==> src/rtl/keypad_if.sv <==
// Key event bus between the keypad scanner and its consumers
// (stack calculator input logic, display controller).
//
// Signalling: there is no back-pressure. key_valid is a level that stays high
// for as long as a debounced single key is committed, and key_code is only
// meaningful while it is high. key_press and key_release are single-cycle
// strobes that a consumer must take on the cycle they are high. multi_key is
// a level that stays high while two or more keys are committed. fsm_state
// mirrors the commit FSM for observation.
interface keypad_if #(
  parameter int CODE_W = 4
);
  logic [CODE_W-1:0] key_code;
  logic              key_valid;
  logic              key_press;
  logic              key_release;
  logic              multi_key;
  logic [1:0]        fsm_state;

  modport master (
    output key_code,
    output key_valid,
    output key_press,
    output key_release,
    output multi_key,
    output fsm_state
  );

  modport slave (
    input key_code,
    input key_valid,
    input key_press,
    input key_release,
    input multi_key,
    input fsm_state
  );
endinterface

==> src/rtl/keypad_scanner.sv <==
// R x C matrix keypad scanner. Drives one column low at a time, samples the
// synchronised rows at the end of each column period, and builds a per-frame
// result (none / one key / several keys). A result is committed only after it
// has been seen in DEBOUNCE consecutive frames.
module keypad_scanner #(
  parameter int ROWS     = 4,
  parameter int COLS     = 4,
  parameter int SCAN_DIV = 100000,
  parameter int DEBOUNCE = 4,
  parameter int CODE_W   = 4
) (
  input  logic            clk,
  input  logic            rst_n,
  output logic [COLS-1:0] col_n,
  input  logic [ROWS-1:0] row_n,
  keypad_if.master        key_bus
);

  localparam int DIV_W = (SCAN_DIV > 1) ? $clog2(SCAN_DIV) : 1;
  localparam int COL_W = $clog2(COLS);
  localparam int ROW_W = $clog2(ROWS);

  typedef enum logic [1:0] {RES_NONE, RES_KEY, RES_MULTI} res_t;
  typedef enum logic [1:0] {ST_IDLE, ST_HELD, ST_MULTI} state_t;

  logic [ROWS-1:0]   row_s1, row_s2;
  logic [DIV_W-1:0]  div;
  logic [COL_W-1:0]  col_idx;
  logic [1:0]        acc_hits;
  logic [CODE_W-1:0] acc_code;
  res_t              cand_res;
  logic [CODE_W-1:0] cand_code;
  logic [3:0]        cnt;
  state_t            state, state_nx;
  logic [CODE_W-1:0] code_q, code_nx;
  logic              press_q, press_nx, release_q, release_nx;

  logic              sample, frame_end;
  logic [1:0]        col_hits;
  logic [ROW_W-1:0]  col_row;
  logic [CODE_W-1:0] col_code;
  logic [1:0]        base_hits, f_hits;
  logic [CODE_W-1:0] base_code, f_code;
  logic [2:0]        hit_sum;
  res_t              f_res;
  logic [CODE_W-1:0] f_res_code;
  res_t              com_res;
  logic [CODE_W-1:0] com_code;
  logic              do_commit;

  assign sample    = (div == DIV_W'(SCAN_DIV - 1));
  assign frame_end = sample && (col_idx == COL_W'(COLS - 1));
  assign col_n     = ~(COLS'(1) << col_idx);

  // Two-flop synchroniser on the row pins; idle level is all ones.
  always_ff @(posedge clk or negedge rst_n) begin
    if (!rst_n) begin
      row_s1 <= '1;
      row_s2 <= '1;
    end else begin
      row_s1 <= row_n;
      row_s2 <= row_s1;
    end
  end

  // Hits on the current column: count (saturating at 2) and lowest row hit.
  always_comb begin
    col_hits = 2'd0;
    col_row  = '0;
    for (int r = 0; r < ROWS; r++) begin
      if (!row_s2[r] && col_hits != 2'd2) col_hits = col_hits + 2'd1;
    end
    for (int r = ROWS - 1; r >= 0; r--) begin
      if (!row_s2[r]) col_row = ROW_W'(r);
    end
  end

  // Merge this column into the frame accumulator; column 0 starts a new frame.
  always_comb begin
    col_code   = CODE_W'(col_row) * CODE_W'(COLS) + CODE_W'(col_idx);
    base_hits  = (col_idx == '0) ? 2'd0 : acc_hits;
    base_code  = (col_idx == '0) ? '0 : acc_code;
    hit_sum    = {1'b0, base_hits} + {1'b0, col_hits};
    f_hits     = (hit_sum >= 3'd2) ? 2'd2 : hit_sum[1:0];
    f_code     = (base_hits == 2'd0) ? col_code : base_code;
    f_res      = RES_NONE;
    f_res_code = '0;
    case (f_hits)
      2'd0:    f_res = RES_NONE;
      2'd1:    begin f_res = RES_KEY; f_res_code = f_code; end
      default: f_res = RES_MULTI;
    endcase
  end

  // Column divider, column index and per-frame hit accumulator.
  always_ff @(posedge clk or negedge rst_n) begin
    if (!rst_n) begin
      div      <= '0;
      col_idx  <= '0;
      acc_hits <= 2'd0;
      acc_code <= '0;
    end else if (sample) begin
      div      <= '0;
      col_idx  <= (col_idx == COL_W'(COLS - 1)) ? '0 : col_idx + 1'b1;
      acc_hits <= f_hits;
      acc_code <= f_code;
    end else begin
      div <= div + 1'b1;
    end
  end

  // Frame-level debounce: count consecutive identical frame results.
  always_ff @(posedge clk or negedge rst_n) begin
    if (!rst_n) begin
      cand_res  <= RES_NONE;
      cand_code <= '0;
      cnt       <= 4'd0;
    end else if (frame_end) begin
      if (f_res == cand_res && f_res_code == cand_code) begin
        cnt <= (cnt == 4'd15) ? 4'd15 : cnt + 4'd1;
      end else begin
        cand_res  <= f_res;
        cand_code <= f_res_code;
        cnt       <= 4'd1;
      end
    end
  end

  // Committed result as seen by the debounce comparison.
  always_comb begin
    com_res  = RES_NONE;
    com_code = '0;
    case (state)
      ST_HELD:  begin com_res = RES_KEY; com_code = code_q; end
      ST_MULTI: com_res = RES_MULTI;
      default:  com_res = RES_NONE;
    endcase
    do_commit = (cnt >= 4'(DEBOUNCE)) &&
                ((cand_res != com_res) || (cand_code != com_code));
  end

  // Commit FSM state register with code and strobe registers.
  always_ff @(posedge clk or negedge rst_n) begin
    if (!rst_n) begin
      state     <= ST_IDLE;
      code_q    <= '0;
      press_q   <= 1'b0;
      release_q <= 1'b0;
    end else begin
      state     <= state_nx;
      code_q    <= code_nx;
      press_q   <= press_nx;
      release_q <= release_nx;
    end
  end

  // Commit FSM next state; strobes mark entry to and exit from HELD.
  always_comb begin
    state_nx   = state;
    code_nx    = code_q;
    press_nx   = 1'b0;
    release_nx = 1'b0;
    if (do_commit) begin
      release_nx = (state == ST_HELD);
      case (cand_res)
        RES_KEY: begin
          state_nx = ST_HELD;
          code_nx  = cand_code;
          press_nx = 1'b1;
        end
        RES_MULTI: state_nx = ST_MULTI;
        default:   state_nx = ST_IDLE;
      endcase
    end
  end

  assign key_bus.key_code    = code_q;
  assign key_bus.key_valid   = (state == ST_HELD);
  assign key_bus.multi_key   = (state == ST_MULTI);
  assign key_bus.key_press   = press_q;
  assign key_bus.key_release = release_q;
  assign key_bus.fsm_state   = state;

endmodule

==> src/flat_wrapper.sv <==
// flat-port wrapper written by rule: the top's interface ports become plain ports
module keypad_scanner_flat 
#(
  parameter int ROWS     = 4,
  parameter int COLS     = 4,
  parameter int SCAN_DIV = 100000,
  parameter int DEBOUNCE = 4,
  parameter int CODE_W   = 4
)
  (clk, rst_n, col_n, row_n, key_bus_key_code, key_bus_key_valid, key_bus_key_press, key_bus_key_release, key_bus_multi_key, key_bus_fsm_state);
  keypad_if #(.CODE_W(CODE_W)) key_bus_i ();
  input  logic clk;
  input  logic rst_n;
  output logic [COLS-1:0] col_n;
  input  logic [ROWS-1:0] row_n;
  output wire logic [$bits(key_bus_i.key_code)-1:0] key_bus_key_code;
  output wire logic [$bits(key_bus_i.key_valid)-1:0] key_bus_key_valid;
  output wire logic [$bits(key_bus_i.key_press)-1:0] key_bus_key_press;
  output wire logic [$bits(key_bus_i.key_release)-1:0] key_bus_key_release;
  output wire logic [$bits(key_bus_i.multi_key)-1:0] key_bus_multi_key;
  output wire logic [$bits(key_bus_i.fsm_state)-1:0] key_bus_fsm_state;
  assign key_bus_key_code = key_bus_i.key_code;
  assign key_bus_key_valid = key_bus_i.key_valid;
  assign key_bus_key_press = key_bus_i.key_press;
  assign key_bus_key_release = key_bus_i.key_release;
  assign key_bus_multi_key = key_bus_i.multi_key;
  assign key_bus_fsm_state = key_bus_i.fsm_state;
  keypad_scanner #(.ROWS(ROWS), .COLS(COLS), .SCAN_DIV(SCAN_DIV), .DEBOUNCE(DEBOUNCE), .CODE_W(CODE_W)) u_core (.clk(clk), .rst_n(rst_n), .col_n(col_n), .row_n(row_n), .key_bus(key_bus_i));
endmodule
==> config.mk <==
export PLATFORM = sky130hd
export DESIGN_NAME = keypad_scanner_flat
export DESIGN_NICKNAME = d
export VERILOG_FILES = /design/src/rtl/keypad_if.sv /design/src/rtl/keypad_scanner.sv /design/src/flat_wrapper.sv
export SDC_FILE = /design/constraint.sdc
export NUM_CORES = 1
export LEC_CHECK = 0
export CORE_MARGIN = 4
export CORE_UTILIZATION = 50
export DETAILED_ROUTE_END_ITERATION = 7
export DONT_BUFFER_PORTS = 1
export PLACE_DENSITY = 0.62
export SETUP_SLACK_MARGIN = 0.2
export SYNTH_ARGS = -nofsm -noshare
export SYNTH_HDL_FRONTEND = slang
export SYNTH_SLANG_ARGS = --single-unit
export TNS_END_PERCENT = 20
==> constraint.sdc <==
create_clock -name clk -period 9.32 [get_ports clk]
set_input_delay 1.864 -clock clk [delete_from_list [all_inputs] [get_ports clk]]
set_output_delay 1.864 -clock clk [all_outputs]
set_load 0.05 [all_outputs]
# Word-level counts from Yosys, hierarchy flattened
# Cells that the tools add are included.
dict set report totals {
  reg_bits 51
  inputBits 6
  out_inout_bits 14
}
dict set report op_classes {
  add_sub_neg 8
  order_cmp 2
  n_eq_ne 15
  n_shift 1
  mux 24
  bitwise_logic 2
  reduce_logical 15
}
# op count
set ops {}
lappend ops {{2-to-1 mux 4 bit} 6}
lappend ops {{2-to-1 mux 2 bit} 10}
lappend ops {{adder 17 x 1 -> 17 bit (second input constant)} 1}
lappend ops {{== test 17 bit (second input constant)} 1}
lappend ops {{2-to-1 mux 17 bit} 1}
lappend ops {{case mux 2 bit (2 select lines)} 3}
lappend ops {{adder 2 x 1 -> 2 bit (second input constant)} 3}
lappend ops {{== test 2 x 1 -> 1 bit (second input constant)} 3}
lappend ops {{== test 2 bit (second input constant)} 3}
lappend ops {{logical AND 1 bit} 6}
lappend ops {{logical NOT 2 bit} 3}
lappend ops {{adder 4 x 1 -> 4 bit (second input constant)} 1}
lappend ops {{adder 4 x 2 -> 4 bit} 1}
lappend ops {{== test 4 bit} 1}
lappend ops {{== test 4 bit (second input constant)} 1}
lappend ops {{greater-or-equal comparator 4 x 3 -> 1 bit (second input constant)} 1}
lappend ops {{2-to-1 mux 1 bit} 4}
lappend ops {{!= test 2 bit (second input constant)} 2}
lappend ops {{!= test 4 bit} 1}
lappend ops {{inverter 4 bit} 1}
lappend ops {{AND reduction 2 bit} 2}
lappend ops {{<< shifter 1 x 2 -> 4 bit (first input constant)} 1}
lappend ops {{adder 2 x 2 -> 3 bit} 1}
lappend ops {{greater-or-equal comparator 3 x 2 -> 1 bit (second input constant)} 1}
lappend ops {{7 further kinds} 9}

# Logic depth before layout (Yosys ltp)
# Gate-level depths: netlist of run 1.
dict set report logic_depth {
  ltp_word 19
  ltp_mapped 17
  mapped_depth_nobuf 17
}

# Worst setup path before layout of run 1
# Ideal clock, no wire load.
dict set report synth_path {
  path_type {reg2reg}
  startpoint {reg u_core.row_s2[0]}
  endpoint {reg u_core.cand_res[0]}
  setup_time_ps 125
  arrival_ps 3525
  required_ps 9195
  path_slack_ps 5670
  path_stages_with_launch 16
  n_path_buf 0
  period_less_slack_ps 3650
  path_cell_list {dfstp_2 inv_1 ha_1 nor2_1 xnor2_1 ha_1 nor2_1 xnor2_1 ha_1 inv_1 fa_1 nand3_1 o31ai_2 nand4_2 a31oi_4 mux2_4}
}
dict set report synth_via {
  elab_chain_cells 19
  elab_cells_between_ends 28
}
# element line
set synth_lines {}
lappend synth_lines {{start, declared} keypad_scanner.sv:26} ;# logic [ROWS-1:0] row_s1, row_s2;
lappend synth_lines {{start signal, assigned} keypad_scanner.sv:62} ;# row_s2 <= row_s1;
lappend synth_lines {{parallel branches: the longest is 19 deep, another holds adder 2 x 2 -> 3 bit} --}
lappend synth_lines {{end signal, assigned} keypad_scanner.sv:122} ;# cand_res <= f_res;
lappend synth_lines {{end, declared} keypad_scanner.sv:31} ;# res_t cand_res;
# Several ways; the timed one is not identified.
# A chain may end at the register's enable or synchronous reset.

# Worst setup path after layout of run 1
# Ends and elaborated chain as after synthesis.

==> results of run 1 <==
## how the worst min path moves through the flow
stage                     cells past startpoint                          to                       start  slack, ps
after global placement                        0  u_core.row_s2[2]$_DFF_PN1_  u_core.row_s1[2]$_DFF_PN1_        350
after CTS                                     0  u_core.row_s2[2]$_DFF_PN1_  u_core.row_s1[2]$_DFF_PN1_        360
final                                         0  u_core.row_s2[2]$_DFF_PN1_  u_core.row_s1[2]$_DFF_PN1_        360
after detailed placement                      0  u_core.row_s2[2]$_DFF_PN1_  u_core.row_s1[2]$_DFF_PN1_        350
after floorplan                               0  u_core.row_s2[0]$_DFF_PN1_  u_core.row_s1[0]$_DFF_PN1_        350
after global routing                          0  u_core.row_s2[3]$_DFF_PN1_  u_core.row_s1[3]$_DFF_PN1_        360
## cells by family (layout without fill, tap and decap cells)
logic type / after synthesis / in the layout
AND/OR/NAND/NOR: 106 / 106
flip-flops: 51 / 51
AO/OA/AOI/OAI: 41 / 41
XOR/XNOR: 22 / 22
buffers and inverters: 21 / 22
multiplexers: 13 / 13
adder cells (fa/ha/maj): 12 / 12
## flip-flops by register name, summed over array words and instances, names as in the netlist
register                    count
u_core.key_bus.key_release      1
u_core.cand_code                4
u_core.acc_code                 4
u_core.col_idx                  2
u_core.div                     17
u_core.row_s1                   4
u_core.key_bus.fsm_state        2
u_core.cand_res                 2
u_core.key_bus.key_code         4
u_core.cnt                      4
u_core.row_s2                   4
u_core.acc_hits                 2
u_core.key_bus.key_press        1
## worst max-delay path, delay by kind of cell, from the launching register on
kind | cells | cell delay (ps)
DFF | 1 | 580
xor gates and xnor gates | 2 | 280
AOI/OAI and AO/OA | 2 | 570
muxes | 1 | 310
buffers and inverters | 2 | 110
adders and majority gates | 4 | 1080
and+or+nand+nor | 4 | 840
## layout make-up
type | instances | area share
Multi-Input combinational cell | 194 | 0.470
Clock buffer | 6 | 0.0254
Clock inverter | 2 | 0.00569
Tap cell | 70 | 0.0307
Sequential cell | 51 | 0.450
Inverter | 14 | 0.0184
## power by group
| part | leakage (nW) | switching (W) | total, W | internal, W |
|---|---|---|---|---|
| combinational | 0.558 | 0.0000153 | 0.0000256 | 0.0000103 |
| clock | 0.0418 | 0.0000729 | 0.000127 | 0.0000540 |
| sequential | 0.671 | 0.00000114 | 0.000225 | 0.000224 |
| total | 1.27 | 0.0000893 | 0.000378 | 0.000289 |
## per-stage QoR
stage | std cells | instance area, um2 | power [W]
finish | 337 | 2860 | 0.000378
global route | 337 | 2860 | 0.000396
CTS | 337 | 2860 | 0.000386
detailed placement | 329 | 2770 | 0.000256
global placement | 329 | 2770 | 0.000255
floorplan | 266 | 2730 | 0.000251
## routing by layer
layer | part of all wire | routed length [um] | vias to the layer above
li1 | - | - | 923
met3 | 0.030 | 146 | 2
met5 | 0 | 0 | -
met4 | 0.0068 | 33 | 0
met1 | 0.49 | 2350 | 886
met2 | 0.48 | 2300 | 20
## synth_stat cells (4+ instances only)
cell	number
nor3_1	6
dfstp_2	8
a21oi_1	11
mux2_1	6
nand3_1	11
dfrtp_1	43
buf_2	4
nand2_1	27
nor2_1	23
nand4_1	7
a31oi_1	4
ha_1	11
o21ai_0	8
and3_1	6
nor2b_1	7
inv_1	13
xnor2_1	12
xor2_1	10
==> impl_metrics.json, run 1 <==
{
  "crit_path_top_delay_cell": "dfstp_2",
  "dp_hpwl_um": 3560,
  "dieArea_um2": 6700,
  "gr-usage-all-layers": 0.161,
  "gr-usage-met3": 0.0384,
  "cts.sink_count": 51,
  "rows": 26,
  "synthMuxAreaShare": 0.0569,
  "ctsHoldBuffers": 0,
  "avgRoutedWirePerCell_um": 14.3,
  "syn_nets": 284,
  "gp_congestion": 0.804,
  "postSynthCellCount": 266,
  "overflow": 0,
  "ir_worst_vdd_mv": 0.0720,
  "post_cts_resize_count": 0,
  "clk_latency_ps": 300,
  "cp_max_fo": 7,
  "maxSlewHeadroom": 0.302,
  "gr-max-usage-layer": "met2",
  "syn-mean-instance-area_um2": 10.2,
  "synth-compound-area-share": 0.105,
  "drtPass1Iterations": 5,
  "ys_seq_area_frac": 0.472,
  "final_cell_mix": "dfrtp_1, nand2_1, nor2_1, inv_1, xnor2_1",
  "cts_buffers": 5,
  "yosysTopAreaCellShare": 0.395,
  "grt_pass1_wl_um": 8320,
  "yosys_warnings": 0,
  "rsz0062_at_grt": "no",
  "ant_nets": 0,
  "clock.fmax_ghz": 0.256,
  "diodes": 0,
  "worst_hold_slack_ps": 361,
  "cts_setup_buffers": 0,
  "fin_setup_tns_ps": 0,
  "clock_skew_ps": 5.05,
  "setup_ws_ps": 5420,
  "nets": 284,
  "syn2layout_area_growth_pct": 4.77,
  "startpoint": "u_core.row_s2[0]$_DFF_PN1_",
  "synth_area_leaders": "dfrtp_1, dfstp_2, ha_1",
  "pre_cts_ws_ps": 5410,
  "synth_edf_count": 0,
  "synth_top_area_cell": "dfrtp_1",
  "hold_path.class": "reg -> reg",
  "arrival_ps": 4090,
  "critPathMaxStageDelay_ps": 580,
  "h-tree-depth": 2,
  "period_needed_ps": 3900,
  "grt_pass1_vias": 1777,
  "met2_usage": 0.257,
  "synthFlopType": "dfrtp_1",
  "vias": 1831,
  "coreArea_um2": 5200,
  "grt_max_degree": 52,
  "drc": 0,
  "crit_path_frequent_cell": "ha_1",
  "reg2reg_depth": 15,
  "drive_above_1_share": 0.116,
  "crit_path_end": "u_core.cand_res[0]$_DFFE_PN0P_",
  "start_util": 0.524,
  "powerDensity_nw_per_um2": 132,
  "status": "finished clean",
  "cts_tree": "built",
  "final_common_cell": "dfrtp_1",
  "setup_viol": 0,
  "synth_area_um2": 2730,
  "routed_via_density": 5.43,
  "crit_path_end_kind": "register",
  "r2r_end": "u_core.cand_res[0]$_DFFE_PN0P_",
  "met1_usage": 0.219,
  "drtIter0Drc": 43,
  "port_buffers": 0,
  "synth-async-reset-ratio": 1.00,
  "path_class": "reg -> reg",
  "synth_top_family_by_area": "simple AND/OR/NAND/NOR gates",
  "synth_seq_cells": 51,
  "multi_input_area_um2": 1340,
  "synthAdderAreaFrac": 0.0578,
  "nFillCells": 486,
  "cts-root-buf": "clkbuf_8",
  "antenna_found_initial": 0,
  "tightest_slew_ps": 1040,
  "critPathLaunchType": "register",
  "num_io_pins": 20,
  "reg2reg_slack_ps": 5420,
  "cts.clk_slew.worst_paths_ps": 90,
  "power_leakage_nw": 1.27,
  "synthDistinctLibCells": 49,
  "reg2reg_from": "u_core.row_s2[0]$_DFF_PN1_",
  "routed_wl_um": 4830,
  "crit_chain": "inv_1 -> ha_1 -> nor2_1 -> xnor2_1 -> ha_1 -> nor2_1 -> xnor2_1 -> ha_1 -> inv_1 -> fa_1 -> nand3_1 -> o31ai_2 -> nand4_2 -> a31oi_4 -> mux2_4",
  "critPathRequiredTime_ps": 9510,
  "synth_xor_area_frac": 0.0707,
  "die_h_um": 81.8,
  "cap_violations": 0,
  "slew_viol_final": 0,
  "fin_util": 0.549,
  "finalCritPeriodShare": 0.418,
  "die_w_um": 81.8,
  "synthSimpleGateAreaFrac": 0.201,
  "cts.path.max_buffers": 2,
  "hold_violations": 0,
  "regArea_um2": 1290
}
Power figures use the tool's default switching activity.
==> run 2: changes to the inputs <==
==> constraint.sdc (replaced) <==
create_clock -name clk -period 4.1 [get_ports clk]
set_input_delay 0.82 -clock clk [delete_from_list [all_inputs] [get_ports clk]]
set_output_delay 0.82 -clock clk [all_outputs]
set_load 0.05 [all_outputs]
==> run 2 against run 1 <==
- sequential cell count is the same
- critical endpoint is now u_core.cand_res[1]$_DFFE_PN0P_
- utilization increased by 1.1 points
- register-to-register slack got worse by 5000 ps
- via count grew 1.1%
- maximum frequency grew 5.8%
- clock skew fell by 2.7 ps
- sequential power increased by 130%
- final cell count is 0.89% higher
- largest cell class unchanged
- routed wire length increased by 0.12%
- non-clock buffer count rose by 3
- clock power grew 130%
- largest power group unchanged
==> impl_metrics.json, run 2 (synthesized netlist as in run 1, its figures left out) <==
{
  "status": "finished clean",
  "cts_buffers": 5,
  "vias": 1852,
  "slew_viol_final": 0,
  "hold_violations": 0,
  "rows": 26,
  "clock_skew_ps": 2.36,
  "start_util": 0.524,
  "coreArea_um2": 5200,
  "rsz0062_at_grt": "no",
  "reg2reg_depth": 15,
  "gr-usage-all-layers": 0.162,
  "hold_path.class": "in -> async",
  "final_common_cell": "dfrtp_1",
  "grt_pass1_vias": 1817,
  "placed_cells": 331,
  "tightest_slew_ps": 720,
  "diodes": 0,
  "clk_latency_ps": 300,
  "reg2reg_slack_ps": 410,
  "powerDensity_nw_per_um2": 298,
  "routed_wl_um": 4830,
  "die_h_um": 81.8,
  "final_cell_mix": "dfrtp_1, nand2_1, nor2_1, inv_1, xnor2_1",
  "fin_util": 0.560,
  "cts.clk_slew.worst_paths_ps": 90,
  "drtPass1Iterations": 4,
  "dp_hpwl_um": 3460,
  "pre_cts_ws_ps": 176,
  "gp_congestion": 0.806,
  "power_leakage_nw": 1.30,
  "ctsHoldBuffers": 0,
  "routed_via_density": 5.45,
  "wl_met2_um": 2300,
  "drive_above_1_share": 0.148,
  "port_buffers": 0,
  "cap_violations": 0,
  "dr_wl_met3_um": 148,
  "grt_pass1_wl_um": 8300,
  "avgRoutedWirePerCell_um": 14.2,
  "maxSlewHeadroom": 0.520,
  "crit_path_end_kind": "register",
  "top_register": "u_core.div",
  "antenna_found_initial": 0,
  "setup_viol": 0,
  "drc": 0,
  "die_w_um": 81.8,
  "cts.sink_count": 51,
  "r2r_end": "u_core.cand_res[1]$_DFFE_PN0P_",
  "arrival_ps": 3880,
  "setup_ws_ps": 413,
  "drt-met1-wl_um": 2320,
  "drtIter0Drc": 85,
  "critPathLaunchType": "register",
  "worst_hold_slack_ps": 201,
  "ant_nets": 0,
  "critPathRequiredTime_ps": 4290,
  "nets": 287,
  "ir_worst_vdd_mv": 0.228,
  "num_io_pins": 20,
  "h-tree-depth": 2,
  "fin_cells": 340,
  "reg2reg_from": "u_core.row_s2[0]$_DFF_PN1_",
  "highest_layer": "met4",
  "cts-root-buf": "clkbuf_8",
  "finalCritPeriodShare": 0.899,
  "dieArea_um2": 6700,
  "clock.fmax_ghz": 0.271,
  "path_class": "reg -> reg",
  "fin_setup_tns_ps": 0,
  "cp_max_fo": 7,
  "cts_tree": "built",
  "crit_path_end": "u_core.cand_res[1]$_DFFE_PN0P_",
  "largest_register_ffs": 17,
  "syn2layout_area_growth_pct": 6.93,
  "period_needed_ps": 3690,
  "startpoint": "u_core.row_s2[0]$_DFF_PN1_",
  "overflow": 0,
  "cts.path.max_buffers": 2,
  "grt_max_degree": 52
}
-- run 2: power breakdown --
group	leakage [nW]	total [W]	internal (W)	switching (W)
Combinational	0.578	0.0000689	0.0000290	0.0000399
Sequential	0.671	0.000513	0.000510	0.00000317
Clock	0.0483	0.000286	0.000120	0.000166
-- run 2: metal layers --
layer  track usage  vias up
met5             0        -
met4        0.0598        0
met3        0.0428        5
met2         0.259       17
met1         0.211      903
li1              -      927
-- run 2: stage by stage --
step	total power, W	instance area, um2
finish	0.000869	2920
global route	0.000918	2920
CTS	0.000879	2880
detailed placement	0.000582	2780
global placement	0.000581	2780
floorplan	0.000571	2730
-- run 2: what timing repair did --
action	in CTS	in global routing
pin swaps	0	1
setup buffers	0	1
gates resized for setup	1	7
setup endpoints to repair	2	6
-- run 2: worst max-delay path: stages, from the launching register on --
cell and delay (ps):
dfstp_2 590, inv_1 70, ha_1 230, nor2_4 150
xnor2_1 110, ha_1 210, nor2_2 150, xnor2_1 140
ha_1 160, inv_1 40, fa_2 580, nand3_4 130
o31ai_2 280, nand4_2 200, a31oi_4 230, mux2_4 310
-- run 2: area by class of cell --
type	instances	area [um2]
clock inverters	3	18.8
multi-input cells	194	1380
repair buffers	3	22.5
well taps	70	87.6
flip-flops and latches	51	1290
inverters	14	52.6
clock buffers	5	68.8
fillers	476	2290
-- run 2: worst min path at each step --
stage	start	end	slack, ps	cells after the start
3_5_place_dp	u_core.row_s1[2]$_DFF_PN1_	u_core.row_s2[2]$_DFF_PN1_	350	0
4_1_cts	rst_n	u_core.key_bus.fsm_state[1]$_DFFE_PN0P_	180	0
5_1_grt	rst_n	u_core.key_bus.fsm_state[0]$_DFFE_PN0P_	170	0
3_3_place_gp	u_core.row_s1[2]$_DFF_PN1_	u_core.row_s2[2]$_DFF_PN1_	350	0
2_1_floorplan	u_core.row_s1[0]$_DFF_PN1_	u_core.row_s2[0]$_DFF_PN1_	350	0
6_report	rst_n	u_core.key_bus.key_release$_DFF_PN0_	200	0
